`config.mk`:
```
export PLATFORM = sky130hd
export DESIGN_NAME = regfile_wb_sched
export DESIGN_NICKNAME = d
export VERILOG_FILES = /design/src/rtl/regfile_wb_sched.sv
export SDC_FILE = /design/constraint.sdc
export NUM_CORES = 1
export LEC_CHECK = 0
export ABC_AREA = 0
export BUFFER_PORTS_ARGS = -buffer_cell sky130_fd_sc_hd__clkbuf_2
export CAP_MARGIN = 40
export CELL_PAD_IN_SITES_DETAIL_PLACEMENT = 1
export CELL_PAD_IN_SITES_GLOBAL_PLACEMENT = 2
export CORE_ASPECT_RATIO = 1.25
export CORE_MARGIN = 2
export CORE_UTILIZATION = 25
export CTS_BUF_LIST = sky130_fd_sc_hd__clkbuf_4 sky130_fd_sc_hd__clkbuf_8
export CTS_CLUSTER_DIAMETER = 100
export CTS_CLUSTER_SIZE = 24
export DETAILED_ROUTE_END_ITERATION = 8
export GPL_TIMING_DRIVEN = 1
export PLACE_DENSITY = 0.66
export SETUP_SLACK_MARGIN = 0.3
export SYNTH_ARGS = -nofsm -noshare
export SYNTH_HDL_FRONTEND = slang
export SYNTH_SLANG_ARGS = --single-unit
```
`constraint.sdc`:
```
create_clock -name clk -period 4.2 [get_ports clk]
set_input_delay 0.21 -clock clk [delete_from_list [all_inputs] [get_ports clk]]
set_output_delay 0.21 -clock clk [all_outputs]
set_load 0.05 [all_outputs]
```
`src/rtl/regfile_wb_sched.sv`:
```
// Write-back scheduler for the register file's single write port: ALU vs. buffered loads,
// plus a pending-load scoreboard for decode hazards. Optional macro WB_BYPASS_EN adds bypass outputs.
module regfile_wb_sched #(
  parameter int unsigned XLEN     = 32,
  parameter int unsigned AW       = 5,
  parameter int unsigned LQ_DEPTH = 2
) (
  input  logic            clk,
  input  logic            rst,
  input  logic            alu_valid,
  input  logic [AW-1:0]   alu_rd,
  input  logic [XLEN-1:0] alu_data,
  output logic            alu_stall,
  input  logic            lsu_valid,
  input  logic [AW-1:0]   lsu_rd,
  input  logic [XLEN-1:0] lsu_data,
  output logic            lsu_ready,
  input  logic            iss_valid,
  input  logic [AW-1:0]   iss_rd,
  input  logic [AW-1:0]   chk_rs1,
  input  logic [AW-1:0]   chk_rs2,
  input  logic [AW-1:0]   chk_rd,
  output logic            hazard,
`ifdef WB_BYPASS_EN
  output logic            byp1_hit,
  output logic            byp2_hit,
  output logic [XLEN-1:0] byp_data,
`endif
  output logic            rf_wrt_en,
  output logic [AW-1:0]   rf_oprd,
  output logic [XLEN-1:0] rf_wrt_data
);

  localparam int unsigned PW   = $clog2(LQ_DEPTH);
  localparam int unsigned CW   = PW + 1;
  localparam int unsigned NREG = 1 << AW;

  logic [AW-1:0]   rd_mem_q   [LQ_DEPTH];
  logic [AW-1:0]   rd_mem_d   [LQ_DEPTH];
  logic [XLEN-1:0] data_mem_q [LQ_DEPTH];
  logic [XLEN-1:0] data_mem_d [LQ_DEPTH];
  logic [PW-1:0]   wr_ptr_q, wr_ptr_d, rd_ptr_q, rd_ptr_d;
  logic [CW-1:0]   cnt_q, cnt_d;
  logic [NREG-1:0] pend_q, pend_d, hz_vec;
  logic            rf_wrt_en_q, rf_wrt_en_d;
  logic [AW-1:0]   rf_oprd_q, rf_oprd_d;
  logic [XLEN-1:0] rf_wrt_data_q, rf_wrt_data_d;
  logic            full, empty, push, pop, alu_grant;
  logic [AW-1:0]   head_rd;
  logic [XLEN-1:0] head_data;
`ifdef WB_BYPASS_EN
  logic            rf_lsu_q, rf_lsu_d;
`endif

  // Arbitration: a full FIFO beats the ALU, the ALU beats a partially filled FIFO.
  always_comb begin
    full      = (cnt_q == CW'(LQ_DEPTH));
    empty     = (cnt_q == '0);
    head_rd   = rd_mem_q[rd_ptr_q];
    head_data = data_mem_q[rd_ptr_q];
    lsu_ready = rst & ~full;
    push      = lsu_valid & lsu_ready;
    pop       = 1'b0;
    alu_grant = 1'b0;
    alu_stall = 1'b0;
    if (full) begin
      pop       = 1'b1;
      alu_stall = alu_valid & rst;
    end else if (alu_valid && alu_rd != '0) begin
      alu_grant = 1'b1;
    end else if (!empty) begin
      pop = 1'b1;
    end
  end

  always_comb begin
    rd_mem_d      = rd_mem_q;
    data_mem_d    = data_mem_q;
    wr_ptr_d      = wr_ptr_q;
    rd_ptr_d      = rd_ptr_q;
    cnt_d         = cnt_q;
    pend_d        = pend_q;
    rf_wrt_en_d   = 1'b0;
    rf_oprd_d     = rf_oprd_q;
    rf_wrt_data_d = rf_wrt_data_q;
`ifdef WB_BYPASS_EN
    rf_lsu_d      = 1'b0;
`endif
    if (push) begin
      rd_mem_d[wr_ptr_q]   = lsu_rd;
      data_mem_d[wr_ptr_q] = lsu_data;
      wr_ptr_d             = wr_ptr_q + PW'(1);
    end
    // x0 loads still pop so that pending clears stay in issue order.
    if (pop) begin
      rd_ptr_d = rd_ptr_q + PW'(1);
      if (head_rd != '0) begin
        rf_wrt_en_d    = 1'b1;
        rf_oprd_d      = head_rd;
        rf_wrt_data_d  = head_data;
        pend_d[head_rd] = 1'b0;
`ifdef WB_BYPASS_EN
        rf_lsu_d       = 1'b1;
`endif
      end
    end else if (alu_grant) begin
      rf_wrt_en_d   = 1'b1;
      rf_oprd_d     = alu_rd;
      rf_wrt_data_d = alu_data;
    end
    case ({push, pop})
      2'b10:   cnt_d = cnt_q + CW'(1);
      2'b01:   cnt_d = cnt_q - CW'(1);
      default: cnt_d = cnt_q;
    endcase
    if (iss_valid && iss_rd != '0) pend_d[iss_rd] = 1'b1;
    pend_d[0] = 1'b0;
  end

  always_ff @(posedge clk) begin
    if (!rst) begin
      wr_ptr_q      <= '0;
      rd_ptr_q      <= '0;
      cnt_q         <= '0;
      pend_q        <= '0;
      rf_wrt_en_q   <= 1'b0;
      rf_oprd_q     <= '0;
      rf_wrt_data_q <= '0;
`ifdef WB_BYPASS_EN
      rf_lsu_q      <= 1'b0;
`endif
    end else begin
      wr_ptr_q      <= wr_ptr_d;
      rd_ptr_q      <= rd_ptr_d;
      cnt_q         <= cnt_d;
      pend_q        <= pend_d;
      rf_wrt_en_q   <= rf_wrt_en_d;
      rf_oprd_q     <= rf_oprd_d;
      rf_wrt_data_q <= rf_wrt_data_d;
`ifdef WB_BYPASS_EN
      rf_lsu_q      <= rf_lsu_d;
`endif
    end
  end

  // FIFO storage needs no reset; the pointers define validity.
  always_ff @(posedge clk) begin
    rd_mem_q   <= rd_mem_d;
    data_mem_q <= data_mem_d;
  end

  always_comb begin
    hz_vec = pend_q;
`ifdef WB_BYPASS_EN
    if (rf_wrt_en_q && rf_lsu_q) hz_vec[rf_oprd_q] = 1'b0;
`endif
    hz_vec[0] = 1'b0;
    hazard = hz_vec[chk_rs1] | hz_vec[chk_rs2] | hz_vec[chk_rd];
  end

`ifdef WB_BYPASS_EN
  assign byp1_hit = rf_wrt_en_q & (rf_oprd_q == chk_rs1) & (rf_oprd_q != '0);
  assign byp2_hit = rf_wrt_en_q & (rf_oprd_q == chk_rs2) & (rf_oprd_q != '0);
  assign byp_data = rf_wrt_data_q;
`endif

  assign rf_wrt_en   = rf_wrt_en_q;
  assign rf_oprd     = rf_oprd_q;
  assign rf_wrt_data = rf_wrt_data_q;

endmodule
```
After elaboration in Yosys (flattened, before gate mapping). Cells that the tools add are included.

Multiplexer cells: 41. $add $sub $neg: 4. Reductions and logical operators: 12. Magnitude comparators: 10. Equal/unequal tests: 4. Bitwise logic cells: 11.

Operators by type and width (number): two-way mux 32 bit (10); bitwise mux 64 bit (1); two-way mux 5 bit (7); AND 32 bit (1); demux 32 bit (select 1 bit) (1); NOT 32 bit (1); OR 32 bit (1); less-than comparator 5 x 6 -> 1 bit, second input constant (5); binary-select mux 1 bit (select 5 bit) (3); nonzero test 5 bit (3); two-way mux 1 bit (14); bitwise mux 10 bit (1); demux 1 bit (select 5 bit) (2); >= comparator 5 x 1 -> 1 bit, second input constant (2); demux 5 bit (select 1 bit) (1); logical AND 1 bit (5); equality test 2 bit, second input constant (2); >= comparator 2 bit, second input constant (2); NOT 1 -> 2 bit (2); case mux 2 bit (2 select lines) (1); nonzero test 2 bit (2); AND 1 bit (3); adder 1 bit, second input constant (2); adder 2 x 1 -> 2 bit, second input constant (1); other kinds (8) (9).

Output and inout bits: 41. Word-level logic and storage cells: 94. Input port bits: 99. Bits in registers: 148.

Logic depth before layout (Yosys ltp). Gate-level depths: netlist (run 1).

Depth after elaboration: 14. Gate-level depth with buffers: 8. Gate-level depth less buffers: 7.

Worst setup path before layout (run 1). No wires, ideal clock.

Path type: register to register. Start: register cnt_q[0]. End: register data_mem_q[0] in the netlist's numbering (enable). Path buffers: 0. Library setup time: 431 ps. Cell stages (with the launch flop): 5. Clock period less this slack: 3227 ps. Data required time: 3769 ps. Setup slack: 973 ps. Data arrival time: 2796 ps. Path through: dfxtp_1 -> nand2b_1 -> and2_1 -> nand2_1 -> nor2_1.

Word-level cells in the longest chain between the ends: 4.

RTL lines: start: declaration (line 43) `logic [CW-1:0] cnt_q, cnt_d;`; start signal: assignment (line 135) `cnt_q <= cnt_d;`; equality test 2 bit (line 57) `full = (cnt_q == CW'(LQ_DEPTH));`; NOT 1 bit (line 61) `lsu_ready = rst & ~full;`; AND 1 bit (line 61); net lsu_ready (line 17) `output logic lsu_ready,`; AND 1 bit (line 62) `push = lsu_valid & lsu_ready;`; end signal: assignment (line 149) `data_mem_q <= data_mem_d;`; end: declaration (line 40) `logic [XLEN-1:0] data_mem_q [LQ_DEPTH];`.

The timed path passes the listed nets, and every way through them passes these cells. A chain may end at the register's enable or synchronous reset.

Final worst setup path (run 1).
Start: register rd_ptr_q. End: register rf_wrt_data_q[24], in the netlist rf_wrt_data[24].

Word-level cells in the longest chain between the ends: 7. Elaborated cells on any way between the ends: 12. Classes of those cells: eq/ne (1); mux (8); bitwise (1); reduce/logical (2).

RTL lines: start: declaration (line 42) `logic [PW-1:0] wr_ptr_q, wr_ptr_d, rd_ptr_q, rd_ptr_d;`; start signal: assignment (line 134) `rd_ptr_q <= rd_ptr_d;`; NOT 1 -> 2 bit (implied by the code) (*) (line 59, 60); two-way mux 5 bit (implied by the code) (3 in a row) (line 59) `head_rd = rd_mem_q[rd_ptr_q];`; nonzero test 5 bit (line 97) `if (head_rd != '0) begin`; != test 2 x 1 -> 1 bit (no source line); AND reduction 2 bit (no source line); end signal: assignment (line 139) `rf_wrt_data_q <= rf_wrt_data_d;`; end: declaration (line 47) `logic [XLEN-1:0] rf_wrt_data_q, rf_wrt_data_d;`.

Every way passes the cells marked *; elsewhere a longest branch is shown, timed or not. The select of a mux whose other input is x is not followed.

==> metrics.cfg, run 1 <==
[run_status]
status=finished clean

[pwr]
peakVddDrop_mv=0.350
p_leak_nw=3.20
p_per_area_nw_per_um2=588

[final_layout]
n_antenna_cell=0
area_growth_pct=27.7
fin_nets=854
layout_common_cells=clkbuf_2 (139), mux2i_1 (91), nand2_1 (84)
fillerInstances=3068
drive_above_1_share=0.276
finalCoreUtilization=0.324
layout_commonest_cell=clkbuf_2
instances_no_fill=1112

[cts]
clk_latency_ps=450
cts_buffer_depth=2
path_clk_slew_ps=90
clock_sinks=147
numCtsBuffers=17
cts_tree=yes
root_buffer=clkbuf_8
hold_buffers=37
cts_resized=0
htreeDepth=4
post_cts_buffers=0

[sta]
skew_ps=13.4
grt_setup_unrepaired=no
relSlewSlack=0.453
period_share=0.633
hold_viol_final=0
setup_viol=0
min_period_ps=2660
setup_ws_ps=1540
worst_pin_slew_ps=819
fin_tns_setup_ps=0
fmax_mhz=376
slew_violations=0

[detailed_routing]
vias=5257
wl_met3_um=815
ant_nets=0
wirelength_um=20500
drt-pass1-iter-count=4
highest_layer=met4
wl_met1_um=8880
drc=0
met2WireLength_um=10500
drt-initial-drc-count=172
wire_per_inst_um=18.4
viasPerCell=4.73

[grt]
overflow=0
grt_max_degree=77
grt_pass1_wl_um=31900
grt_use_total=0.147
antenna_found_initial=0
grt_pass1_vias=5646

[worst_hold_path]
hold_class=in -> reg

[die]
coreArea_um2=26800
fp.dieW_um=152
die_y_um=189
std_cell_rows=67
start_util=0.254
io_pins=140
die_area_um2=28600

[yosys]
synth.avg_cell_area_um2=11.6
synth_seq_cells=147
seq_area_frac_synth=0.541
synth_warnings=0
synthCells=589
syn_area_um2=6810
async_flop_share=0
synth-main-ff-cell=edfxtp_1
synth_edf_count=74
synth_nets=689
synth.distinct_cells=40

[critical_path]
cp.arrival_ps=3040
path_class=reg -> reg
critPathLaunchType=register
worstPathRequired_ps=4580
crit_fanout=15
end_kind=register

[placement]
globalplace.congestion=0.736
preCtsSetupSlack_ps=1140
port_buffers=139
dp_hpwl_um=14700
dpl.cell_count=1043

[job]
maxCapViolCount=0

## cell usage after synthesis (all sizes together) (3+ instances only)
library cell  number  area, um2
nand4              6       37.5
o211ai            37        278
xnor2              3       26.3
mux2               3       33.8
clkbuf            28        105
nor3b              6       45.0
nor3               4       20.0
nand3             39        195
mux2i             91        911
nand3b             3       22.5
and3               3       18.8
o21ai             34        174
buf               13        103
dfxtp             73       1460
a21oi             33        165
edfxtp            74       2220
nor2              14       52.6
nand2             84        315
mux4              21        473
## through the flow
stage | total power [W] | hold slack (ps) | instance area [um2]
after floorplan | 0.00336 | 309 | 6810
after global placement | 0.00386 | 400 | 7820
after detailed placement | 0.00393 | 404 | 7900
after CTS | 0.00519 | 35.9 | 8700
after global routing | 0.00538 | 61.4 | 8700
final | 0.00512 | 63.4 | 8700
## cells by family after synthesis
group,Yosys count,share of synthesized area
AOI/OAI and AO/OA,109,0.0986
adders and majority gates,1,0.00184
buffers and inverters,44,0.0321
DFF,147,0.541
and+or+nand+nor,169,0.114
muxes,115,0.208
xor gates and xnor gates,4,0.00514
## path summary, 6_finish.rpt
kind,slack [ps],from,depth (start not counted),endpoint
worst max-delay path,1540,rd_ptr_q,6,rf_wrt_data[24]
worst min-delay path,60,alu_data[17],3,rf_wrt_data[17]
worst max register to register,1540,rd_ptr_q,6,rf_wrt_data[24]
worst min register to register,470,rf_oprd[2],2,rf_oprd[2]
## final cells by class
class	count	area, um2	share of cell area
Clock buffer	21	270	0.0311
Clock inverter	11	163	0.0187
Inverter	3	11.3	0.00129
Multi-Input combinational cell	398	2940	0.338
Sequential cell	147	3680	0.423
Tap cell	345	432	0.0496
Timing Repair Buffer	187	1200	0.138
## routing by layer
layer	track usage	up-vias
met5	0	-
met3	0.0317	16
met2	0.257	113
met1	0.182	2583
li1	-	2545
met4	0.0381	0
## sequential cells by signal, indices dropped and copies added, names as in the netlist
| signal | cells |
|---|---|
| rd_mem_q | 10 |
| wr_ptr_q | 1 |
| rf_wrt_en | 1 |
| rf_oprd | 5 |
| data_mem_q | 64 |
| cnt_q | 2 |
| rf_wrt_data | 32 |
| pend_q | 31 |
| rd_ptr_q | 1 |
## where the power goes
group / leakage, nW / switching [W] / internal (W)
Combinational: 1.69 / 0.00141 / 0.000594
Sequential: 1.28 / 0.000147 / 0.00176
Clock: 0.228 / 0.000535 / 0.000680
Total: 3.20 / 0.00209 / 0.00303
## critical path, stage by stage (launching register included)
cell and delay (ps):
dfxtp_2 430, mux2i_1 570, nand3_1 280, a2111o_1 390, o21ai_4 300, buf_4 380, mux2i_1 220
No activity file was read; power rests on OpenSTA's default activity.
==> inputs of run 2 (changes only) <==
clock period = 2.5 ns   (was 4.2 ns; I/O delays follow)
==> run 2 against run 1 <==
Clock skew up 4.2 ps; clock-buffer cell count down 4; clock power up 55%; wire length up 2.7%; setup slack worse by 1200 ps; critical path depth unchanged; sequential share of layout area down 1.5 points; hold slack worse by 22 ps; non-clock buffer count up 37; via count up 5.1%; largest cell class unchanged; largest power group unchanged; cell count up 3.5%.
==> metrics.cfg, run 2 (synthesized netlist as in run 1, its figures left out) <==
[critical_path]
path_cells=mux4_2 -> mux2i_2 -> o311ai_2 -> nor3_2 -> nand4_1 -> buf_8
r2r-start=cnt_q[0]
worstPathRequired_ps=2380  ; -2200 ps
slowest_stage=mux4_2
r2r_slack_ps=430  ; -1110 ps
path_delay_family=multiplexers
path_class=reg -> out
cp_slowest_stage_delay_ps=490  ; -80 ps
r2r_cells=6  ; unchanged
cp-startpoint=pend_q[29]
path_buf_inv=1  ; unchanged
worstReg2RegEnd=cnt_q[1]
crit_fanout=4  ; -11
end_kind=primary output
critPathLaunchType=register
cp.arrival_ps=2050  ; -990 ps

[detailed_routing]
wl_met3_um=957  ; +17%
highest_layer=met5
wire_per_inst_um=18.3  ; -0.79%
drc=0  ; unchanged
vias=5523  ; +5.1%
met2WireLength_um=11300  ; +7.5%
wl_met1_um=8420  ; -5.2%
drt-pass1-iter-count=4  ; unchanged
ant_nets=0  ; unchanged
drt-initial-drc-count=162  ; -5.8%
viasPerCell=4.80  ; +1.5%
wirelength_um=21000  ; +2.7%

[grt]
grt_use_total=0.152  ; +0.00453
antenna_found_initial=3  ; +3
grt_pass1_wl_um=32900  ; +3.2%
grt_max_degree=77  ; unchanged
overflow=0  ; unchanged
grt_pass1_vias=6015  ; +6.5%

[cts]
cts_buffer_depth=2  ; unchanged
post_cts_buffers=0  ; unchanged
path_clk_slew_ps=100  ; about the same
htreeDepth=4  ; unchanged
root_buffer=clkbuf_8
clk_latency_ps=460  ; about the same
numCtsBuffers=17  ; unchanged
cts_tree=yes
clock_sinks=147  ; unchanged

[sta]
grt_setup_unrepaired=yes
worst_pin_slew_ps=776  ; -43.5 ps
hold_viol_final=0  ; unchanged
slew_violations=0  ; unchanged
holdWs_ps=41.3  ; -22.1 ps
min_period_ps=2180
fmax_mhz=459
relSlewSlack=0.483  ; +0.0303
setup_viol=0  ; unchanged
fin_tns_setup_ps=0  ; unchanged
period_share=0.872
skew_ps=17.6  ; +4.22 ps

[final_layout]
layout_common_cells=clkbuf_2 (138), mux2i_1 (90), nand2_1 (84)
fillerInstances=3017  ; -1.7%
layout_commonest_cell=clkbuf_2
drive_above_1_share=0.296  ; +0.0196
instances_no_fill=1151  ; +3.5%
area_growth_pct=33.2
largest_reg_flops=64  ; unchanged
multi_input_area_um2=2970  ; +0.81%
seq_area_um2=3700  ; +0.51%
fin_nets=891  ; +4.3%
regMostFlops=data_mem_q
finalCoreUtilization=0.338  ; +0.0138

[die]
std_cell_rows=67  ; unchanged
die_area_um2=28600  ; unchanged
start_util=0.254  ; unchanged
io_pins=140  ; unchanged
coreArea_um2=26800  ; unchanged
fp.dieW_um=152  ; unchanged
die_y_um=189  ; unchanged

[job]
maxCapViolCount=0  ; unchanged

[placement]
port_buffers=139  ; unchanged
globalplace.congestion=0.765  ; +4.0%
dp_hpwl_um=15400  ; +5.0%
dpl.cell_count=1050  ; +0.67%

[worst_hold_path]
hold_end=rf_wrt_data[21]
min_path_cells=3  ; unchanged
min_from=alu_data[21]
hold_class=in -> reg

[run_status]
status=finished clean

[pwr]
power.total_w=0.00851  ; +66%
p_per_area_nw_per_um2=938  ; +60%
peakVddDrop_mv=0.522  ; +49%
p_leak_nw=3.34  ; +4.4%

-- run 2: how the worst max path moves through the flow --
stage                                  to  slack, ps  cells after the start
after global routing               hazard        180                      6
final                              hazard        320                      6
after CTS                          hazard        280                      6
after global placement     rf_wrt_data[5]        360                      7
after floorplan           rf_wrt_data[16]        390                      8
after detailed placement  rf_wrt_data[21]        280                      7
-- run 2: where the power goes --
group | internal [W] | total [W] | switching, W
Combinational | 0.00106 | 0.00344 | 0.00238
Sequential | 0.00295 | 0.00319 | 0.000243
Clock | 0.000835 | 0.00188 | 0.00104
-- run 2: routing by layer --
| metal | up-vias | GRT usage |
|---|---|---|
| met5 | - | 0 |
| met3 | 24 | 0.0361 |
| met2 | 131 | 0.282 |
| met4 | 2 | 0.0477 |
| li1 | 2626 | - |
| met1 | 2740 | 0.167 |
-- run 2: layout make-up --
cell class	instances	area share
inverters	3	0.00124
multi-input cells	398	0.327
well taps	345	0.0476
clock inverters	15	0.0175
clock buffers	17	0.0258
repair buffers	224	0.172
flip-flops and latches	147	0.408
diodes	2	0.000552
-- run 2: stage by stage --
step                      instance area, um2  worst slack (ps)
final                                   9070               321
after detailed placement                7960               283
after CTS                               9030               284
after global routing                    9070               179
after floorplan                         6830               386
after global placement                  7960               356
-- run 2: tightest hold or removal path, delay by kind of cell --
kind,cells,cell delay [ps]
muxes,1,150
AOI/OAI and AO/OA,1,90
buffers and inverters,1,80
-- run 2: what timing repair did --
action                                  in CTS  in global routing
gates resized for setup                      9                 14
endpoints found under the setup margin       1                 22
pin swaps                                    3                  2
hold buffers                                67                  0
endpoints found under the hold margin      104                  0
==> inputs of run 3 (changes only) <==
ABC_AREA = 1   (was 0)
CELL_PAD_IN_SITES_DETAIL_PLACEMENT = 0   (was 1)
CELL_PAD_IN_SITES_GLOBAL_PLACEMENT = 1   (was 2)
PLACE_DENSITY = 0.61   (was 0.66)
==> run 3 against run 2 <==
Utilization down 0.90 points; first-iteration DRC count up 140%; hold slack worse by 13 ps; non-clock buffer count down 5; sequential power down 6%; critical path type is now reg -> reg; largest cell class unchanged; highest routed layer unchanged.
==> metrics.cfg, run 3 <==
[final_layout]
fillerInstances=3170  ; +5.1%
regMostFlops=data_mem_q
seq_area_um2=3690  ; -0.47%
largest_reg_flops=64  ; unchanged
fin_nets=1275  ; +43%
layout_commonest_cell=nand2_1
drive_above_1_share=0.180  ; -0.116
multi_input_area_um2=3230  ; +8.9%
final_area_um2=9540  ; +5.2%
layout_common_cells=nand2_1 (418), clkbuf_2 (137), nor2_1 (99)
area_growth_pct=30.6

[yosys]
seq_area_frac_synth=0.504  ; -0.0366
synth_top_area_frac=0.304  ; -0.0221
syn_area_um2=7310  ; +7.3%
synth_nets=1088  ; +58%
synth_seq_cells=147  ; unchanged
synthCells=988  ; +68%
synth.avg_cell_area_um2=7.40  ; -36%
synth.distinct_cells=29  ; -28%
synth_commonest_cells=nand2_1 (419), nor2_1 (102), nand3_1 (81), edfxtp_1 (74), dfxtp_1 (73)
yosysTopAreaCell=edfxtp_1
synth-main-ff-cell=edfxtp_1
synth_warnings=0  ; unchanged
yosys-top-cells-area=edfxtp_1 (30%), nand2_1 (22%), dfxtp_1 (20%)
async_flop_share=0  ; unchanged
synth_edf_count=74  ; unchanged
yosysMostFrequentCell=nand2_1

[sta]
hold_viol_final=0  ; unchanged
grt_setup_unrepaired=no
slew_violations=0  ; unchanged
worst_pin_slew_ps=714  ; -62.0 ps
relSlewSlack=0.522  ; +0.0396
setup_viol=0  ; unchanged
skew_ps=9.55  ; -8.10 ps
min_period_ps=1950  ; -234 ps
period_share=0.778  ; -0.0936
fin_tns_setup_ps=0  ; unchanged
fmax_mhz=514  ; +12%

[grt]
grt.met3_usage=0.0457  ; +0.00964
grt_pass1_vias=6795  ; +13%
met2_usage=0.285  ; +0.00287
globalRouteMet1Util=0.186  ; +0.0184
busiest_layer=met2
grt_use_total=0.159  ; +0.00722
antenna_found_initial=2  ; -1
grt_max_degree=70  ; -9.1%
overflow=0  ; unchanged
grt_pass1_wl_um=37600  ; +14%

[critical_path]
crit_top_cell=nor2_1
critPathLaunchType=register
r2r-start=cnt_q[0]
path_class=reg -> reg
worstReg2RegEnd=rf_oprd[3]
path_buf_inv=1  ; unchanged
r2r_slack_ps=550  ; +120 ps
cp-startpoint=cnt_q[0]
path_cells=nor2_2 -> nor2_1 -> nand2_2 -> o21ai_4 -> buf_4 -> o21ai_0 -> nor2_1 -> nor2_1
crit_end=rf_oprd[3]
cp_slowest_stage_delay_ps=610  ; +120 ps
cp.arrival_ps=2290  ; +240 ps
cp.depth=8  ; +2
worstPathRequired_ps=2840  ; +460 ps
end_kind=register
r2r_cells=8  ; +2
slowest_stage=buf_4
crit_fanout=69  ; +65
path_delay_family=buffers and inverters

[placement]
globalplace.congestion=0.802  ; +4.8%
port_buffers=139  ; unchanged
dp_hpwl_um=16800  ; +8.7%
placed_area_um2=8510  ; +7.0%

[worst_hold_path]
hold_class=in -> reg

[detailed_routing]
drc=0  ; unchanged
ant_nets=0  ; unchanged
drt-pass1-iter-count=4  ; unchanged
wire_per_inst_um=14.8  ; -19%
viasPerCell=4.32  ; -9.9%
drt-initial-drc-count=389  ; +140%
vias=6855  ; +24%
wirelength_um=23400  ; +11%

[cts]
clk_latency_ps=450  ; about the same
path_clk_slew_ps=80  ; -20 ps
root_buffer=clkbuf_8
clock_sinks=147  ; unchanged
numCtsBuffers=17  ; unchanged
cts_buffer_depth=2  ; unchanged
cts_tree=yes
htreeDepth=4  ; unchanged

[die]
die_y_um=195  ; +3.5%
fp.dieW_um=157  ; +3.5%
coreArea_um2=29000  ; +8.1%
io_pins=140  ; unchanged
std_cell_rows=70  ; +4.5%
die_area_um2=30600  ; +7.1%
start_util=0.252  ; -0.00192

[job]
maxCapViolCount=0  ; unchanged

[run_status]
status=finished clean

[pwr]
peakVddDrop_mv=0.559  ; +7.0%
p_leak_nw=4.18  ; +25%
p_per_area_nw_per_um2=866  ; -7.6%

## run 3: cell types whose count changed after synthesis, sizes merged, moves of 4 or more
cell / previous run / this run
buf: 13 / 18
clkbuf: 28 / 33
inv: 2 / 52
mux2i: 91 / 0
mux4: 21 / 0
nand2: 84 / 422
nand3: 39 / 81
nand3b: 3 / 39
nand4: 6 / 0
nor2: 14 / 105
nor3: 4 / 8
nor3b: 6 / 1
o211ai: 37 / 1
o21ai: 34 / 40
## run 3: area by class of cell
type / instances / share of cell area
multi-input cells: 737 / 0.339
inverters: 53 / 0.0212
diodes: 1 / 0.000262
well taps: 396 / 0.0519
clock inverters: 14 / 0.0212
flip-flops and latches: 147 / 0.386
clock buffers: 18 / 0.0253
repair buffers: 219 / 0.155
## run 3: worst reg2reg max path: cells and delay by family (launching register included)
kind | cells | cell delay [ps]
AND/OR/NAND/NOR | 5 | 510
AO/OA/AOI/OAI | 2 | 310
buffers and inverters | 1 | 610
flip-flops | 1 | 410
## run 3: kinds of logic after synthesis
kind of cell               Yosys count  synth area share
buffers and inverters              104            0.0598
DFF                                147             0.504
adders and majority gates            1           0.00171
AOI/OAI and AO/OA                   78            0.0563
and+or+nand+nor                    657             0.377
xor gates and xnor gates             1           0.00120
## run 3: how the worst min path moves through the flow
stage | from | to | slack (ps) | cells after the start
6_report | alu_data[29] | rf_wrt_data[29] | 30 | 5
5_1_grt | alu_data[30] | rf_wrt_data[30] | 20 | 5
2_1_floorplan | lsu_data[0] | data_mem_q[0] | 220 | 0
3_3_place_gp | lsu_data[12] | data_mem_q[12] | 310 | 1
4_1_cts | alu_data[15] | rf_wrt_data[15] | 1 | 5
3_5_place_dp | lsu_data[30] | data_mem_q[30] | 320 | 1
## run 3: per-layer routing
layer  part of all wire  routed length, um
met2               0.51              12000
met1               0.41               9700
met3              0.063               1470
met4             0.0091                214
met5            0.00051                 12
## run 3: where the power goes
part | leakage (nW) | total [W] | switching [W] | internal [W]
Sequential | 1.28 | 0.00300 | 0.000167 | 0.00283
Clock | 0.219 | 0.00207 | 0.000955 | 0.00112
Combinational | 2.68 | 0.00320 | 0.00226 | 0.000935
Total | 4.18 | 0.00827 | 0.00339 | 0.00488
## run 3: repair_timing
item                                    in CTS  in global routing
hold buffers                                56                  0
endpoints found under the setup margin       0                 36
buffers inserted                             0                  2
gates resized for setup                      0                  4
endpoints found under the hold margin       93                  0
## run 3: metrics by stage
step            util  power (W)  cells  worst slack (ps)  hold WS (ps)
2_1_floorplan      -    0.00528    988               340           224
3_3_place_gp   0.293    0.00620   1493               474           314
3_5_place_dp   0.293    0.00620   1494               427           318
4_1_cts        0.328    0.00837   1582               397          1.09
5_1_grt        0.329    0.00887   1584               310          18.7
6_report       0.329    0.00827   1585               555          28.0
